===== src/rtl/ppl_regd_skid.sv =====
// ============================================================================
// Module   : ppl_regd_skid
// Purpose  : IF/ID pipeline register with one-entry skid buffer for stalls.
//            Optional perf counters: define PPL_REGD_PERF_EN.
// Revision : 1.0
// ============================================================================
`default_nettype none

module ppl_regd_skid #(
    parameter logic [31:0] NOP_INST = 32'h00000000,
    parameter logic [31:0] RESET_PC = 32'h00000000
) (
    input  logic        clk,
    input  logic        reset,
    input  logic [31:0] pcIn,
    input  logic [31:0] instIn,
    input  logic        validIn,
    input  logic        pcContinue,
    input  logic        flush,
    output logic [31:0] pcOut,
    output logic [31:0] pcPlus4Out,
    output logic [31:0] instOut,
    output logic        validOut,
    output logic        misalignOut,
    output logic [31:0] stallCount,
    output logic [31:0] flushCount
);

    localparam logic [0:0] ST_RUN  = 1'b0;
    localparam logic [0:0] ST_HOLD = 1'b1;

    logic [0:0]  state_q, state_d;
    logic [31:0] pc_q, pc_d;
    logic [31:0] pc_plus4_q, pc_plus4_d;
    logic [31:0] inst_q, inst_d;
    logic        valid_q, valid_d;
    logic        misalign_q, misalign_d;
    logic [31:0] hold_pc_q, hold_pc_d;
    logic [31:0] hold_inst_q, hold_inst_d;

    logic [31:0] src_pc;
    logic [31:0] src_inst;
    logic        src_valid;
    logic        src_misalign;

    // State register
    always_ff @(posedge clk or posedge reset) begin
        if (reset) begin
            state_q <= ST_RUN;
        end else begin
            state_q <= state_d;
        end
    end

    // Next-state logic
    always_comb begin
        state_d = state_q;
        if (flush) begin
            state_d = ST_RUN;
        end else if (!pcContinue) begin
            if (state_q == ST_RUN && validIn) begin
                state_d = ST_HOLD;
            end
        end else begin
            state_d = ST_RUN;
        end
    end

    // Leaving HOLD replays the buffered word: instIn is stale by then.
    always_comb begin
        src_pc       = (state_q == ST_HOLD) ? hold_pc_q   : pcIn;
        src_inst     = (state_q == ST_HOLD) ? hold_inst_q : instIn;
        src_valid    = (state_q == ST_HOLD) ? 1'b1        : validIn;
        src_misalign = src_valid && (src_pc[1:0] != 2'b00);
    end

    // Datapath / output logic
    always_comb begin
        pc_d        = pc_q;
        pc_plus4_d  = pc_plus4_q;
        inst_d      = inst_q;
        valid_d     = valid_q;
        misalign_d  = misalign_q;
        hold_pc_d   = hold_pc_q;
        hold_inst_d = hold_inst_q;
        if (flush) begin
            pc_d        = pcIn;
            pc_plus4_d  = pcIn + 32'd4;
            inst_d      = NOP_INST;
            valid_d     = 1'b0;
            misalign_d  = 1'b0;
            hold_pc_d   = 32'h00000000;
            hold_inst_d = 32'h00000000;
        end else if (!pcContinue) begin
            if (state_q == ST_RUN && validIn) begin
                hold_pc_d   = pcIn;
                hold_inst_d = instIn;
            end
        end else begin
            pc_d       = src_pc;
            pc_plus4_d = src_pc + 32'd4;
            valid_d    = src_valid;
            misalign_d = src_misalign;
            inst_d     = (src_valid && !src_misalign) ? src_inst : NOP_INST;
        end
    end

    always_ff @(posedge clk or posedge reset) begin
        if (reset) begin
            pc_q        <= RESET_PC;
            pc_plus4_q  <= RESET_PC + 32'd4;
            inst_q      <= NOP_INST;
            valid_q     <= 1'b0;
            misalign_q  <= 1'b0;
            hold_pc_q   <= 32'h00000000;
            hold_inst_q <= 32'h00000000;
        end else begin
            pc_q        <= pc_d;
            pc_plus4_q  <= pc_plus4_d;
            inst_q      <= inst_d;
            valid_q     <= valid_d;
            misalign_q  <= misalign_d;
            hold_pc_q   <= hold_pc_d;
            hold_inst_q <= hold_inst_d;
        end
    end

    assign pcOut       = pc_q;
    assign pcPlus4Out  = pc_plus4_q;
    assign instOut     = inst_q;
    assign validOut    = valid_q;
    assign misalignOut = misalign_q;

`ifdef PPL_REGD_PERF_EN
    logic [31:0] stall_cnt_q, stall_cnt_d;
    logic [31:0] flush_cnt_q, flush_cnt_d;

    // Saturating event counters
    always_comb begin
        stall_cnt_d = stall_cnt_q;
        flush_cnt_d = flush_cnt_q;
        if (!pcContinue && !flush && stall_cnt_q != 32'hFFFFFFFF) begin
            stall_cnt_d = stall_cnt_q + 32'd1;
        end
        if (flush && flush_cnt_q != 32'hFFFFFFFF) begin
            flush_cnt_d = flush_cnt_q + 32'd1;
        end
    end

    always_ff @(posedge clk or posedge reset) begin
        if (reset) begin
            stall_cnt_q <= 32'h00000000;
            flush_cnt_q <= 32'h00000000;
        end else begin
            stall_cnt_q <= stall_cnt_d;
            flush_cnt_q <= flush_cnt_d;
        end
    end

    assign stallCount = stall_cnt_q;
    assign flushCount = flush_cnt_q;
`else
    assign stallCount = 32'h00000000;
    assign flushCount = 32'h00000000;
`endif

endmodule

`default_nettype wire


===== config.mk =====
export PLATFORM = sky130hd
export DESIGN_NAME = ppl_regd_skid
export DESIGN_NICKNAME = d
export VERILOG_FILES = /design/src/rtl/ppl_regd_skid.sv
export SDC_FILE = /design/constraint.sdc
export NUM_CORES = 1
export LEC_CHECK = 0
export ABC_AREA = 1
export BUFFER_PORTS_ARGS = -buffer_cell sky130_fd_sc_hd__buf_2
export CORE_ASPECT_RATIO = 0.75
export CORE_MARGIN = 4
export CORE_UTILIZATION = 25
export CTS_BUF_LIST = sky130_fd_sc_hd__clkbuf_4 sky130_fd_sc_hd__clkbuf_8
export CTS_CLUSTER_DIAMETER = 80
export DETAILED_ROUTE_END_ITERATION = 8
export GPL_ROUTABILITY_DRIVEN = 0
export GPL_TIMING_DRIVEN = 0
export MAX_ROUTING_LAYER = met4
export PLACE_DENSITY_LB_ADDON = 0.05
export SETUP_SLACK_MARGIN = 0.05
export SLEW_MARGIN = 20
export SYNTH_ARGS = -nofsm -noshare
export SYNTH_HDL_FRONTEND = slang
export SYNTH_SLANG_ARGS = --single-unit
export TNS_END_PERCENT = 1

===== constraint.sdc =====
create_clock -name clk -period 6.65 [get_ports clk]
set_clock_uncertainty 0.2 [all_clocks]
set_input_delay 0.665 -clock clk [delete_from_list [all_inputs] [get_ports clk]]
set_output_delay 0.665 -clock clk [all_outputs]
set_load 0.005 [all_outputs]

# Word level (Yosys, flattened, before mapping)
# Index checks and enable logic that the tools add are counted.
dict set report classes {
  addsub 2
  n_mul 0
  div_mod_pow 0
  order_cmp 0
  eq_ne 1
  shifts 0
  muxes 23
  bitwise 1
  n_reduce_logical 9
}
# operator count
set ops {}
lappend ops {{two-way mux 32 bit} 15}
lappend ops {{adder 32 x 3 -> 32 bit, second input constant} 2}
lappend ops {{two-way mux 1 bit} 8}
lappend ops {{nonzero test 2 bit} 3}
lappend ops {{logical AND 1 bit} 3}
lappend ops {{nonzero test 3 bit} 1}
lappend ops {{!= test 2 x 1 -> 1 bit, second input constant} 1}
lappend ops {{AND reduction 2 bit} 1}
lappend ops {{zero test 1 bit} 1}
lappend ops {{inverter 1 bit} 1}
dict set report word_totals {
  register_bits 163
  latchBits 0
  ram_bits 0
  romBits 0
  out_inout_bits 162
  word_cells 44
  n_memories 0
}

# Longest topological paths before layout
# Gate-level depths: netlist of the first run.
dict set report depth {
  word_depth 8
  ltp_mapped 14
}

# Worst setup path before layout of the first run
# Ideal clock, no wire load.
dict set report synth_path {
  path_type {in2reg}
  from {input flush}
  to {register pc_plus4_q[22] (netlist: pcPlus4Out[22])}
  setup_ns 0.118
  arrival_time_ns 1.937
  required_ns 6.332
  path_slack_ns 4.395
  cell_stages 12
  path_buffers 1
  path_cell_list {inv_2 -> buf_4 -> nand3_1 -> nand2_1 -> ha_1 -> inv_1 -> nor2_1 -> nand2_2 -> nor2_8 -> nand3_1 -> nand3_1 -> nand2_1}
}
dict set report synth_between {
  elab_chain_cells 1
}
# element line
set synth_lines {}
lappend synth_lines {{start: declaration} 19} ;# input logic flush,
lappend synth_lines {{two-way mux 32 bit or nonzero test 2 bit (tied branches)} -}
lappend synth_lines {{end signal: assignment} 111} ;# pc_plus4_q <= RESET_PC + 32'd4;
lappend synth_lines {{end signal: assignment} 119} ;# pc_plus4_q <= pc_plus4_d;
lappend synth_lines {{end: declaration} 34} ;# logic [31:0] pc_plus4_q, pc_plus4_d;
# Several ways; a longest one is shown, not always the timed one.
# A chain may end at the register's enable or synchronous reset.

# Final worst setup path of the first run
dict set report layout_path {
  from {input flush}
  to {register pc_plus4_q[28] (netlist: pcPlus4Out[28])}
}
# The elaborated chain is that of the path after synthesis.

==> Implementation_results.wiki, run 1 <==
{| class="wikitable"
! Metric !! Value
|-
| Yosys synthesis warning count || 0
|-
| Combinational share of power || about 16%
|-
| Arr. time, crit path || 2.74 ns
|-
| Cells after synthesis || 983
|-
| Number of synthesized register bits || 161
|-
| Launching element of the worst setup path || flush
|-
| Net switching component of the power || 653 uW
|-
| Parity-gate share of the synthesized area counting xor and xnor cells || 0.217%
|-
| Final layout net count || 1302
|-
| H-tree levels || 4
|-
| Kind of end point of the critical path || flop
|-
| Count of pins over their slew limit || 0
|-
| Most common library cell in the layout ignoring fill and taps || sky130_fd_sc_hd__nand2_1
|-
| Post-synthesis compound-gate area fraction || 15.2%
|-
| Post-layout util || 32.1%
|-
| Total standard cell area after synthesis || 8080 um2
|-
| Number of library cell types mapped by synthesis || 36
|-
| CTS-repair resized insts || 0
|-
| Global-route wire length before repair || 46100 um
|-
| Hold crit path type || primary input to async pin
|-
| Height of the chip || 164 um
|-
| Sw Ratio || between 20 and 30%
|-
| Wl on met1 || 15500 um
|-
| Reg-to-reg slack, setup || between 4 and 5 ns
|-
| Buffers added on ports || about 170
|-
| Number of vias in the routed layout || 7281
|-
| Commonest cells after routing, fill and taps aside || sky130_fd_sc_hd__nand2_1, sky130_fd_sc_hd__buf_2, sky130_fd_sc_hd__dfrtp_1
|-
| Simple-gate share of the synthesized area || 23.0%
|-
| Final number of hold-violating endpoints || 0
|-
| Number of antenna violations at the first check in global routing || 3
|-
| Critical path peak fanout || 10
|-
| Portion of netlist area occupied by mux cells || 0%
|-
| Power density over the cells || 221 nW/um2
|-
| Status || finished, final reports clean
|-
| Final worst path period share || around two fifths
|-
| Final setup fails || 0
|-
| MaxCap Viol Count || 0
|-
| Post-Synthesis Mean Instance Area || 8.22 um2
|-
| R2r worst-path depth || 13
|-
| RSZ-0062 raised after global routing || no
|-
| Area inside the core boundary || 31500 um2
|-
| Proportion of netlist area held by the largest area contributor || 49.6%
|-
| Half-perimeter wire length of the detailed placement result || 22400 um
|-
| Vias in the first global route || around 7300
|-
| Fill cells || approximately 3500
|-
| Overall global routing resource usage || 17.7%
|-
| Sink Count || 161
|-
| Buffers inserted by post-CTS timing repair || 0
|-
| DRT antenna net count || 0
|-
| Die ar. || ~35000 um2
|-
| WL/cell || around 18 um
|-
| Initial core utilization || 25.6%
|-
| Die span in x || 216 um
|-
| Clock root buffer master || sky130_fd_sc_hd__clkbuf_8
|-
| Peak ir drop on the vdd network || 0.000112 V
|-
| Topmost layer with routed signal wires || met4
|-
| Residual overflow from global routing || 0
|-
| Drt total wl || 30100 um
|-
| Number of primary I/O pins || 231
|-
| Violation count after the first detailed-route iteration || 435
|-
| Post-route cell area || 10100 um2
|-
| Hold buffers post-CTS || 0
|-
| Final standard cell count with taps included and fillers excluded || 1653
|-
| Area added between synthesis and finish || 25.2%
|-
| Fraction of layout cells with a size suffix above 1 || 25.2%
|-
| Worst setup path class || primary input to flop
|-
| Clock share of power || a little over a third
|-
| Worst slew margin || about 43%
|-
| Area share of fa/ha/maj cells after synthesis || 0.155%
|-
| Achievable clock frequency || about 390 MHz
|-
| Routed vias/inst || approximately 4.4
|-
| Cell Count Post-Placement || about 1600
|-
| Sequential cell area || 4030 um2
|-
| Amount of wire on met2 after detailed routing || 13200 um
|-
| Area of combinational cells with multiple inputs || approximately 3400 um2
|-
| Static leakage || between 5 and 6 nW
|-
| Main combinational cell family by area after synthesis || simple AND/OR/NAND/NOR gates
|-
| TritonCTS clock tree || done
|-
| Transition time of the tightest slew-check pin || approximately 0.86 ns
|-
| Number of optimization iterations in the first detailed-route pass || 5
|-
| Worst reg2reg endpoint || pcPlus4Out[28]$_DFFE_PP0N_
|-
| Placed Instance Area || 9690 um2
|-
| Number of buffers between clock root and the deepest sink || 2
|-
| Final period demand of the worst path || 2.59 ns
|-
| Yosys top cell by area || sky130_fd_sc_hd__dfrtp_1
|-
| Number of clock buffers inserted by TritonCTS || 17
|-
| Pin count of the biggest net entering global routing || 93
|-
| Row cnt || 56
|-
| Sequential share of power || 48.2%
|-
| Detailed route wirelength on metal3 || 1110 um
|-
| P_int || 1.58 mW
|-
| Latest clock arrival within the worst-skew pair || 0.46 ns
|-
| Reg clk slew, reported paths || 0.09 ns
|-
| Critical Path RT || 6.81 ns
|-
| Sequential cell area fraction in the yosys report || 49.9%
|-
| Critical register-to-register path startpoint || state_q$_DFFE_PP0P_
|-
| Launching element type of the critical path || primary input
|-
| Synth top area cells || sky130_fd_sc_hd__dfrtp_1, sky130_fd_sc_hd__nand2_1, sky130_fd_sc_hd__o21ai_0, sky130_fd_sc_hd__buf_4, sky130_fd_sc_hd__nand3_1
|-
| DRC violations left || 0
|}
power groups by stage:
stage / Clock, mW / Sequential (mW) / Combinational, mW
global route: 0.880 / 1.08 / 0.400
detailed placement: 0 / 1.10 / 0.358
global placement: 0 / 1.10 / 0.356
CTS: 0.840 / 1.08 / 0.359
floorplan: 0 / 1.09 / 0.197
finish: 0.805 / 1.07 / 0.351
cell usage after synthesis (all sizes together):
| cell | count |
|---|---|
| o211ai | 4 |
| xor2 | 1 |
| inv | 48 |
| dfrtp | 160 |
| nand3 | 62 |
| o22ai | 15 |
| o21a | 1 |
| a31oi | 4 |
| nor2 | 88 |
| xnor2 | 1 |
| o21bai | 2 |
| a21oi | 3 |
| ha | 1 |
| dfstp | 1 |
| clkbuf | 39 |
| nand2 | 271 |
| nor3 | 3 |
| buf | 81 |
| o21ai | 156 |
| a21boi | 23 |
| conb | 1 |
| a32o | 9 |
| nand4 | 8 |
| and2 | 1 |
per-layer routing:
metal | GRT usage (%) | up-vias
met5 | - | -
met4 | 3.01 | 0
met3 | 3.53 | 10
met2 | 25.8 | 133
met1 | 25.8 | 3534
li1 | - | 3604
cell type report:
cell class | instances | share of cell area [%]
Clock buffer | 22 | 2.87
Antenna cell | 2 | 0.0495
Inverter | 48 | 1.86
Timing Repair Buffer | 167 | 8.49
Sequential cell | 161 | 39.8
Tap cell | 406 | 5.02
Buffer | 120 | 7.34
Multi-Input combinational cell | 717 | 33.2
Clock inverter | 10 | 1.31
worst max path at each step:
stage	cells past startpoint	slack (ns)	end
after floorplan	1	1.44	hold_inst_q[0]$_DFFE_PP0P_
after global routing	13	3.95	pcPlus4Out[28]$_DFFE_PP0N_
after CTS	13	4.13	pcPlus4Out[28]$_DFFE_PP0N_
final	14	4.06	pcPlus4Out[28]$_DFFE_PP0N_
after detailed placement	14	3.63	pcPlus4Out[28]$_DFFE_PP0N_
after global placement	2	-1.22	pcOut[28]$_DFFE_PP0N_
stage by stage:
step                power, mW  hold WS (ns)  setup TNS (ns)  worst slack, ns
floorplan                1.29         0.256               0             1.44
CTS                      2.28        0.0454               0             4.13
detailed placement       1.45         0.261               0             3.63
global placement         1.45         0.265         -191.72            -1.22
finish                   2.23        0.0595               0             4.06
global route             2.36        0.0670               0             3.95
cells by family (layout without fill, tap and decap cells):
kind of cell             after synthesis  in the layout
XOR/XNOR                               2              2
AND/OR/NAND/NOR                      433            433
other                                  1             66
flip-flops                           161            161
AO/OA/AOI/OAI                        217            217
adder cells (fa/ha/maj)                1              1
buffers and inverters                168            367
sequential cells by signal (all words and copies together), names as in the netlist:
signal       flops
instOut         32
misalignOut      1
state_q          1
validOut         1
hold_inst_q     32
pcPlus4Out      30
pcOut           32
hold_pc_q       32
worst max-delay path, stage by stage:
cell and delay [ns]:
sky130_fd_sc_hd__buf_2 0.14, sky130_fd_sc_hd__inv_2 0.14, sky130_fd_sc_hd__buf_4 0.23, sky130_fd_sc_hd__nand3_1 0.08, sky130_fd_sc_hd__nand2_1 0.22, sky130_fd_sc_hd__nand2_2 0.13, sky130_fd_sc_hd__nor2_1 0.29, sky130_fd_sc_hd__nand2_1 0.09
sky130_fd_sc_hd__nor2_1 0.39, sky130_fd_sc_hd__nand2_1 0.10, sky130_fd_sc_hd__nand2_1 0.07, sky130_fd_sc_hd__nand2_1 0.05, sky130_fd_sc_hd__nand2_1 0.07, sky130_fd_sc_hd__nand2_1 0.06
Power figures use the tool's default switching activity.
==> inputs of run 2 (changes only) <==
==> constraint.sdc (replaced) <==
create_clock -name clk -period 2.28 [get_ports clk]
set_clock_uncertainty 0.2 [all_clocks]
set_input_delay 0.228 -clock clk [delete_from_list [all_inputs] [get_ports clk]]
set_output_delay 0.228 -clock clk [all_outputs]
set_load 0.005 [all_outputs]
==> run 2 against run 1 <==
Against the previous run:
- first-iteration DRC count rose by 14%
- largest cell class unchanged
- total power rose to 3.0 times the previous value
- via count rose by 3.9%
- critical path depth fell by 1
- clock power rose to 3.0 times the previous value
- non-clock buffer count rose by 79
- global-route usage rose by 0.39 points
- clock-buffer cell count fell by 1
- design area rose by 10%
- sequential share of layout area fell by 3.7 points
==> Implementation_results.wiki, run 2 (same netlist as run 1, synthesis figures left out) <==
{| class="wikitable"
! Metric !! Value
|-
| Commonest cells after routing, fill and taps aside || sky130_fd_sc_hd__nand2_1, sky130_fd_sc_hd__buf_2, sky130_fd_sc_hd__dfrtp_1 (unchanged)
|-
| Total negative slack for setup checks || 0 ns (unchanged)
|-
| Hold_sp || flush
|-
| Worst reg2reg endpoint || pcPlus4Out[24]$_DFFE_PP0N_ (was pcPlus4Out[28]$_DFFE_PP0N_)
|-
| Reg-to-reg slack, setup || 0.03 ns (was 4.08 ns)
|-
| Wl on met1 || 15900 um (was 15500 um)
|-
| Number of clock buffers inserted by TritonCTS || 17 (unchanged)
|-
| Overall global routing resource usage || 18.1% (was 17.7%)
|-
| TritonCTS clock tree || done (unchanged)
|-
| Number of primary I/O pins || 231 (unchanged)
|-
| Area of combinational cells with multiple inputs || 3530 um2 (was 3360 um2)
|-
| Fill cells || 3434 (was 3464)
|-
| Sink Count || 161 (unchanged)
|-
| Routed vias/inst || 4.37 (was 4.40)
|-
| Status || finished, final reports clean (unchanged)
|-
| Violation count after the first detailed-route iteration || 498 (was 435)
|-
| Kind of end point of the critical path || flop (unchanged)
|-
| Number of cells on the worst hold path || 4
|-
| Power density over the cells || 607 nW/um2 (was 221 nW/um2)
|-
| Number of vias in the routed layout || 7563 (was 7281)
|-
| Worst-case hold path end point || instOut[31]$_DFFE_PP0N_
|-
| Row cnt || 56 (unchanged)
|-
| Initial core utilization || 25.6% (unchanged)
|-
| Final antenna diode count || 0 (was 2)
|-
| WL/cell || 17.8 um (was 18.2 um)
|-
| R2r worst-path depth || 13 (unchanged)
|-
| Final period demand of the worst path || 2.25 ns
|-
| Number of buffers between clock root and the deepest sink || 2 (unchanged)
|-
| Most common library cell in the layout ignoring fill and taps || sky130_fd_sc_hd__nand2_1 (unchanged)
|-
| Tot Pwr || 6.76 mW (was 2.23 mW)
|-
| Number of optimization iterations in the first detailed-route pass || 5 (unchanged)
|-
| Transition time of the tightest slew-check pin || 0.906 ns (was 0.856 ns)
|-
| Area added between synthesis and finish || 37.9% (was 25.2%)
|-
| Clock root buffer master || sky130_fd_sc_hd__clkbuf_8 (unchanged)
|-
| Die ar. || 35300 um2 (unchanged)
|-
| Drt total wl || 30800 um (was 30100 um)
|-
| Critical Path RT || 2.46 ns (was 6.81 ns)
|-
| Count of pins over their slew limit || 0 (unchanged)
|-
| Critical register-to-register path startpoint || state_q$_DFFE_PP0P_ (unchanged)
|-
| Worst slew margin || 39.6% (was 42.9%)
|-
| Placed Instance Area || 9760 um2 (was 9690 um2)
|-
| Area inside the core boundary || 31500 um2 (unchanged)
|-
| Buffers added on ports || 166 (unchanged)
|-
| Global-route wire length before repair || 46900 um (was 46100 um)
|-
| Worst setup path class || flop to flop (was primary input to flop)
|-
| Static leakage || 5.51 nW (was 5.11 nW)
|-
| Die span in x || 216 um (unchanged)
|-
| Hold crit path type || primary input to flop (was primary input to async pin)
|-
| Residual overflow from global routing || 0 (unchanged)
|-
| MaxCap Viol Count || 0 (unchanged)
|-
| Final layout net count || 1383 (was 1302)
|-
| Amount of wire on met2 after detailed routing || 13300 um (was 13200 um)
|-
| Vias in the first global route || 7711 (was 7341)
|-
| DRC violations left || 0 (unchanged)
|-
| Final setup fails || 0 (unchanged)
|-
| Sequential cell area || 4030 um2 (about the same)
|-
| Post-route cell area || 11100 um2 (was 10100 um2)
|-
| DRT antenna net count || 0 (unchanged)
|-
| Final number of hold-violating endpoints || 0 (unchanged)
|-
| Peak ir drop on the vdd network || 0.000309 V (was 0.000112 V)
|-
| Launching element type of the critical path || flop (was primary input)
|-
| Height of the chip || 164 um (unchanged)
|-
| Pin count of the biggest net entering global routing || 32 (was 93)
|-
| Arr. time, crit path || 2.43 ns (was 2.74 ns)
|-
| H-tree levels || 4 (unchanged)
|-
| Final worst path period share || between 90% and 100%
|-
| RSZ-0062 raised after global routing || yes (was no)
|-
| Reg clk slew, reported paths || 0.09 ns (about the same)
|-
| Detailed route wirelength on metal3 || 1320 um (was 1110 um)
|-
| Half-perimeter wire length of the detailed placement result || 22800 um (was 22400 um)
|-
| Topmost layer with routed signal wires || met4 (unchanged)
|-
| Critical path peak fanout || 10 (unchanged)
|-
| Latest clock arrival within the worst-skew pair || 0.49 ns (was 0.46 ns)
|-
| Fraction of layout cells with a size suffix above 1 || 27.5% (was 25.2%)
|-
| Achievable clock frequency || around 440 MHz
|-
| Post-layout util || 35.3% (was 32.1%)
|-
| Number of antenna violations at the first check in global routing || 0 (was 3)
|}
## run 2: per-layer routing
metal | track usage, % | vias up
met5 | - | -
met4 | 3.95 | 0
met3 | 4.39 | 19
met2 | 25.8 | 147
met1 | 26.0 | 3628
li1 | - | 3769
## run 2: critical path: stages (launching register included)
cell and delay, ns:
sky130_fd_sc_hd__dfrtp_2 0.48, sky130_fd_sc_hd__buf_8 0.17, sky130_fd_sc_hd__nand3_1 0.12, sky130_fd_sc_hd__nand2_1 0.12
sky130_fd_sc_hd__ha_2 0.18, sky130_fd_sc_hd__inv_2 0.07, sky130_fd_sc_hd__nor2_4 0.14, sky130_fd_sc_hd__inv_2 0.07
sky130_fd_sc_hd__nor2_4 0.19, sky130_fd_sc_hd__nand2_1 0.08, sky130_fd_sc_hd__nand2_1 0.06, sky130_fd_sc_hd__nand2_1 0.08
sky130_fd_sc_hd__nand2_1 0.08, sky130_fd_sc_hd__nand2_1 0.07
## run 2: area by class of cell
type / count / share of cell area [%]
clock inverter: 9 / 1.40
clock buffer: 21 / 2.54
buffer: 120 / 6.90
sequential: 161 / 36.2
inverter: 48 / 1.67
tap: 406 / 4.56
timing repair buffer: 246 / 15.0
multi-input combinational: 719 / 31.7
## run 2: power breakdown
group,internal (mW),switching [mW]
sequential,3.04,0.0998
clock,1.28,1.17
combinational,0.486,0.689
total,4.80,1.96
## run 2: worst max path at each step
stage | depth (start not counted) | start | end | slack, ns
4_1_cts | 11 | state_q$_DFFE_PP0P_ | pcPlus4Out[23]$_DFFE_PP0N_ | 0.02
3_3_place_gp | 2 | reset | pcPlus4Out[24]$_DFFE_PP0N_ | -1.61
3_5_place_dp | 5 | flush | pcOut[18]$_DFFE_PP0N_ | -0.28
6_report | 13 | state_q$_DFFE_PP0P_ | pcPlus4Out[24]$_DFFE_PP0N_ | 0.03
5_1_grt | 13 | state_q$_DFFE_PP0P_ | pcPlus4Out[28]$_DFFE_PP0N_ | -0.14
2_1_floorplan | 1 | reset | hold_inst_q[0]$_DFFE_PP0P_ | -0.19
## run 2: through the flow
step                cells  hold slack [ns]  worst slack (ns)
finish               1730           0.0458            0.0287
global route         1730           0.0409            -0.138
CTS                  1722           0.0199            0.0241
detailed placement   1623            0.185            -0.279
floorplan            1046            0.177            -0.190
global placement     1618            0.264             -1.61
## run 2: repair_timing
item,CTS,global route
setup endpoints to repair,45,42
endpoints found under the hold margin,144,0
buffers inserted,1,7
resized for setup,22,37
gates cloned,1,1
hold buffers,67,0
pin swaps,4,11
==> inputs of run 3 (changes only) <==
--- a/config.mk
+++ b/config.mk
@@ -9,7 +9,7 @@
 export BUFFER_PORTS_ARGS = -buffer_cell sky130_fd_sc_hd__buf_2
 export CORE_ASPECT_RATIO = 0.75
 export CORE_MARGIN = 4
-export CORE_UTILIZATION = 25
+export CORE_UTILIZATION = 30
 export CTS_BUF_LIST = sky130_fd_sc_hd__clkbuf_4 sky130_fd_sc_hd__clkbuf_8
 export CTS_CLUSTER_DIAMETER = 80
 export DETAILED_ROUTE_END_ITERATION = 8
==> run 3 against run 2 <==
Against the previous run:
- hold slack gained 0.044 ns
- setup slack lost 0.0073 ns
- cell count shrank 2.7%
- design area grew 2.4%
- via count grew 2.9%
- core utilization grew 8.2 points
- flip-flop and latch count is the same
- critical path depth shrank 2
- register-to-register slack is essentially flat
- sequential share of layout area shrank 0.86 points
- first-iteration DRC count shrank 4.8%
- total power shrank 1.4%
==> Implementation_results.wiki, run 3 (same netlist as run 1, synthesis figures left out) <==
{| class="wikitable"
! Metric !! Value
|-
| Launching element type of the critical path || flop (unchanged)
|-
| TritonCTS clock tree || done (unchanged)
|-
| MaxCap Viol Count || 0 (unchanged)
|-
| Achievable clock frequency || 443 MHz (was 444 MHz)
|-
| DRC violations left || 0 (unchanged)
|-
| Transition time of the tightest slew-check pin || 0.847 ns (was 0.906 ns)
|-
| Critical register-to-register path startpoint || state_q$_DFFE_PP0P_ (unchanged)
|-
| Number of clock buffers inserted by TritonCTS || 17 (unchanged)
|-
| Final layout net count || 1398 (was 1383)
|-
| Hold_sp || flush (unchanged)
|-
| Worst-case hold path end point || instOut[31]$_DFFE_PP0N_ (unchanged)
|-
| RSZ-0062 raised after global routing || yes (unchanged)
|-
| Violation count after the first detailed-route iteration || 474 (was 498)
|-
| Power density over the cells || 585 nW/um2 (was 607 nW/um2)
|-
| Initial core utilization || 30.8% (was 25.6%)
|-
| Worst reg2reg endpoint || pcPlus4Out[31]$_DFFE_PP0N_ (was pcPlus4Out[24]$_DFFE_PP0N_)
|-
| Residual overflow from global routing || 0 (unchanged)
|-
| Status || finished, final reports clean (unchanged)
|-
| Kind of end point of the critical path || flop (unchanged)
|-
| Setup WS post-layout || 0.0215 ns (was 0.0287 ns)
|-
| Die span in x || 197 um (was 216 um)
|-
| Area inside the core boundary || 26200 um2 (was 31500 um2)
|-
| Critical path peak fanout || 6 (was 10)
|-
| Row cnt || 51 (was 56)
|-
| Final setup fails || 0 (unchanged)
|-
| Global-route wire length before repair || 44100 um (was 46900 um)
|-
| Arr. time, crit path || 2.41 ns (was 2.43 ns)
|-
| Slowest cell on the critical path || sky130_fd_sc_hd__dfrtp_2 (unchanged)
|-
| Area added between synthesis and finish || 41.3% (was 37.9%)
|-
| Die ar. || 29600 um2 (was 35300 um2)
|-
| Number of primary I/O pins || 231 (unchanged)
|-
| DRT antenna net count || 0 (unchanged)
|-
| Drt total wl || 29300 um (was 30800 um)
|-
| Clock root buffer master || sky130_fd_sc_hd__clkbuf_8 (unchanged)
|-
| Worst slew margin || 43.5% (was 39.6%)
|-
| Final worst path period share || 99.1% (was 98.7%)
|-
| Number of optimization iterations in the first detailed-route pass || 5 (unchanged)
|-
| Post-placement worst setup slack || -0.259 ns (was -0.279 ns)
|-
| Half-perimeter wire length of the detailed placement result || 21400 um (was 22800 um)
|-
| Static leakage || 5.67 nW (was 5.51 nW)
|-
| Critical Path RT || 2.43 ns (was 2.46 ns)
|-
| Vias in the first global route || 7497 (was 7711)
|-
| Fraction of layout cells with a size suffix above 1 || 31.5% (was 27.5%)
|-
| Final period demand of the worst path || 2.26 ns (was 2.25 ns)
|-
| Routed vias/inst || 4.62 (was 4.37)
|-
| Height of the chip || 150 um (was 164 um)
|-
| Most common library cell in the layout ignoring fill and taps || sky130_fd_sc_hd__nand2_1 (unchanged)
|-
| Worst setup path class || flop to flop (unchanged)
|-
| Peak ir drop on the vdd network || 0.000372 V (was 0.000309 V)
|-
| Buffers added on ports || 166 (unchanged)
|-
| Critical path, cell by cell || buf_4 -> nand2_4 -> nand2_2 -> nand2_2 -> nand2_1 -> nor2_4 -> nand2_4 -> nor2_4 -> nand3_1 -> nand2_1 -> nand3_1 (was buf_8 -> nand3_1 -> nand2_1 -> ha_2 -> inv_2 -> nor2_4 -> inv_2 -> nor2_4 -> nand2_1 -> nand2_1 -> nand2_1 -> nand2_1 -> nand2_1)
|-
| Reg clk slew, reported paths || 0.09 ns (about the same)
|-
| Longest individual stage delay on the worst path || 0.51 ns (was 0.48 ns)
|-
| Number of antenna violations at the first check in global routing || 0 (unchanged)
|-
| Sink Count || 161 (unchanged)
|-
| Number of vias in the routed layout || 7780 (was 7563)
|-
| Final number of hold-violating endpoints || 0 (unchanged)
|-
| Commonest cells after routing, fill and taps aside || sky130_fd_sc_hd__nand2_1, sky130_fd_sc_hd__buf_2, sky130_fd_sc_hd__dfrtp_1 (unchanged)
|-
| Latest clock arrival within the worst-skew pair || 0.47 ns (was 0.49 ns)
|-
| Cell Count Post-Placement || 1561 (was 1623)
|-
| Final antenna diode count || 0 (unchanged)
|-
| WL/cell || 17.4 um (was 17.8 um)
|-
| Number of buffers between clock root and the deepest sink || 2 (unchanged)
|-
| Count of pins over their slew limit || 0 (unchanged)
|-
| Pin count of the biggest net entering global routing || 32 (unchanged)
|-
| R2r worst-path depth || 11 (was 13)
|-
| Reg-to-reg slack, setup || 0.02 ns (was 0.03 ns)
|-
| Final standard cell count with taps included and fillers excluded || 1684 (was 1730)
|-
| Number of cells on the worst hold path || 4 (unchanged)
|-
| Hold crit path type || primary input to flop (unchanged)
|-
| Overall global routing resource usage || 20.0% (was 18.1%)
|-
| H-tree levels || 4 (unchanged)
|}
==> run 3: cell types whose count changed in the layout (fill, tap and decap cells not counted), sizes merged <==
cell | previous run | this run
clkbuf | 60 | 61
buf | 260 | 274
bufinv | 4 | 3
dlygate4sd3 | 67 | 66
clkinv | 2 | 5
==> run 3: per-stage QoR <==
stage | power (mW) | setup TNS, ns | area [um2] | utilization (%) | hold slack (ns)
2_1_floorplan | 3.76 | -30.40 | 8320 | - | 0.177
3_3_place_gp | 4.21 | -245.34 | 9580 | 36.5 | 0.263
3_5_place_dp | 4.24 | -3.70 | 9690 | 36.9 | 0.157
4_1_cts | 6.64 | -0.0124 | 10800 | 41.1 | 0.00779
5_1_grt | 7.00 | -0.292 | 11400 | 43.5 | 0.101
6_report | 6.67 | 0 | 11400 | 43.5 | 0.0897
==> run 3: critical path: cells and delay by family (launching register included) <==
family / cells / cell delay (ns)
simple gates: 10 / 1.24
buf+inv: 1 / 0.19
flops: 1 / 0.51
==> run 3: how the worst max path moves through the flow <==
stage                        startpoint                          to  slack (ns)  cells past startpoint
floorplan                         reset  hold_inst_q[0]$_DFFE_PP0P_       -0.19                      1
global placement                  reset   hold_pc_q[29]$_DFFE_PP0P_       -1.53                      2
detailed placement                flush  pcPlus4Out[24]$_DFFE_PP0N_       -0.26                     15
CTS                 state_q$_DFFE_PP0P_  pcPlus4Out[28]$_DFFE_PP0N_       -0.01                     13
global route        state_q$_DFFE_PP0P_  pcPlus4Out[25]$_DFFE_PP0N_       -0.06                     13
finish              state_q$_DFFE_PP0P_  pcPlus4Out[31]$_DFFE_PP0N_        0.02                     11
==> run 3: repair_timing <==
item                                    4_1_cts  5_1_grt
resized for setup                            10      113
hold endpoints to repair                    132        0
hold buffers                                 66        0
pin swaps                                     0       44
buffers inserted                              0       22
endpoints found under the setup margin       41       41
gates cloned                                  0        4
==> run 3: where the power goes <==
part / internal [mW] / switching [mW] / leakage (nW)
logic: 0.521 / 0.702 / 3.38
registers: 3.04 / 0.103 / 2.09
clock network: 1.14 / 1.17 / 0.204
total: 4.70 / 1.97 / 5.67
==> run 3: layer usage <==
layer  part of all wire [%]  track usage (%)  vias to the layer above
met2                     42             27.7                      191
li1                       -                -                     3806
met1                     52             30.5                     3764
met5                      0                -                        -
met4                   0.83             3.74                        0
met3                    5.1             3.74                       19
==> run 3: area by class of cell <==
cell class,count,area [um2]
buffer,120,777
inverter,48,191
fill,2719,14800
clock buffer,20,269
timing repair buffer,261,1830
sequential,161,4030
multi-input combinational,719,3750
clock inverter,11,138
tap,344,430
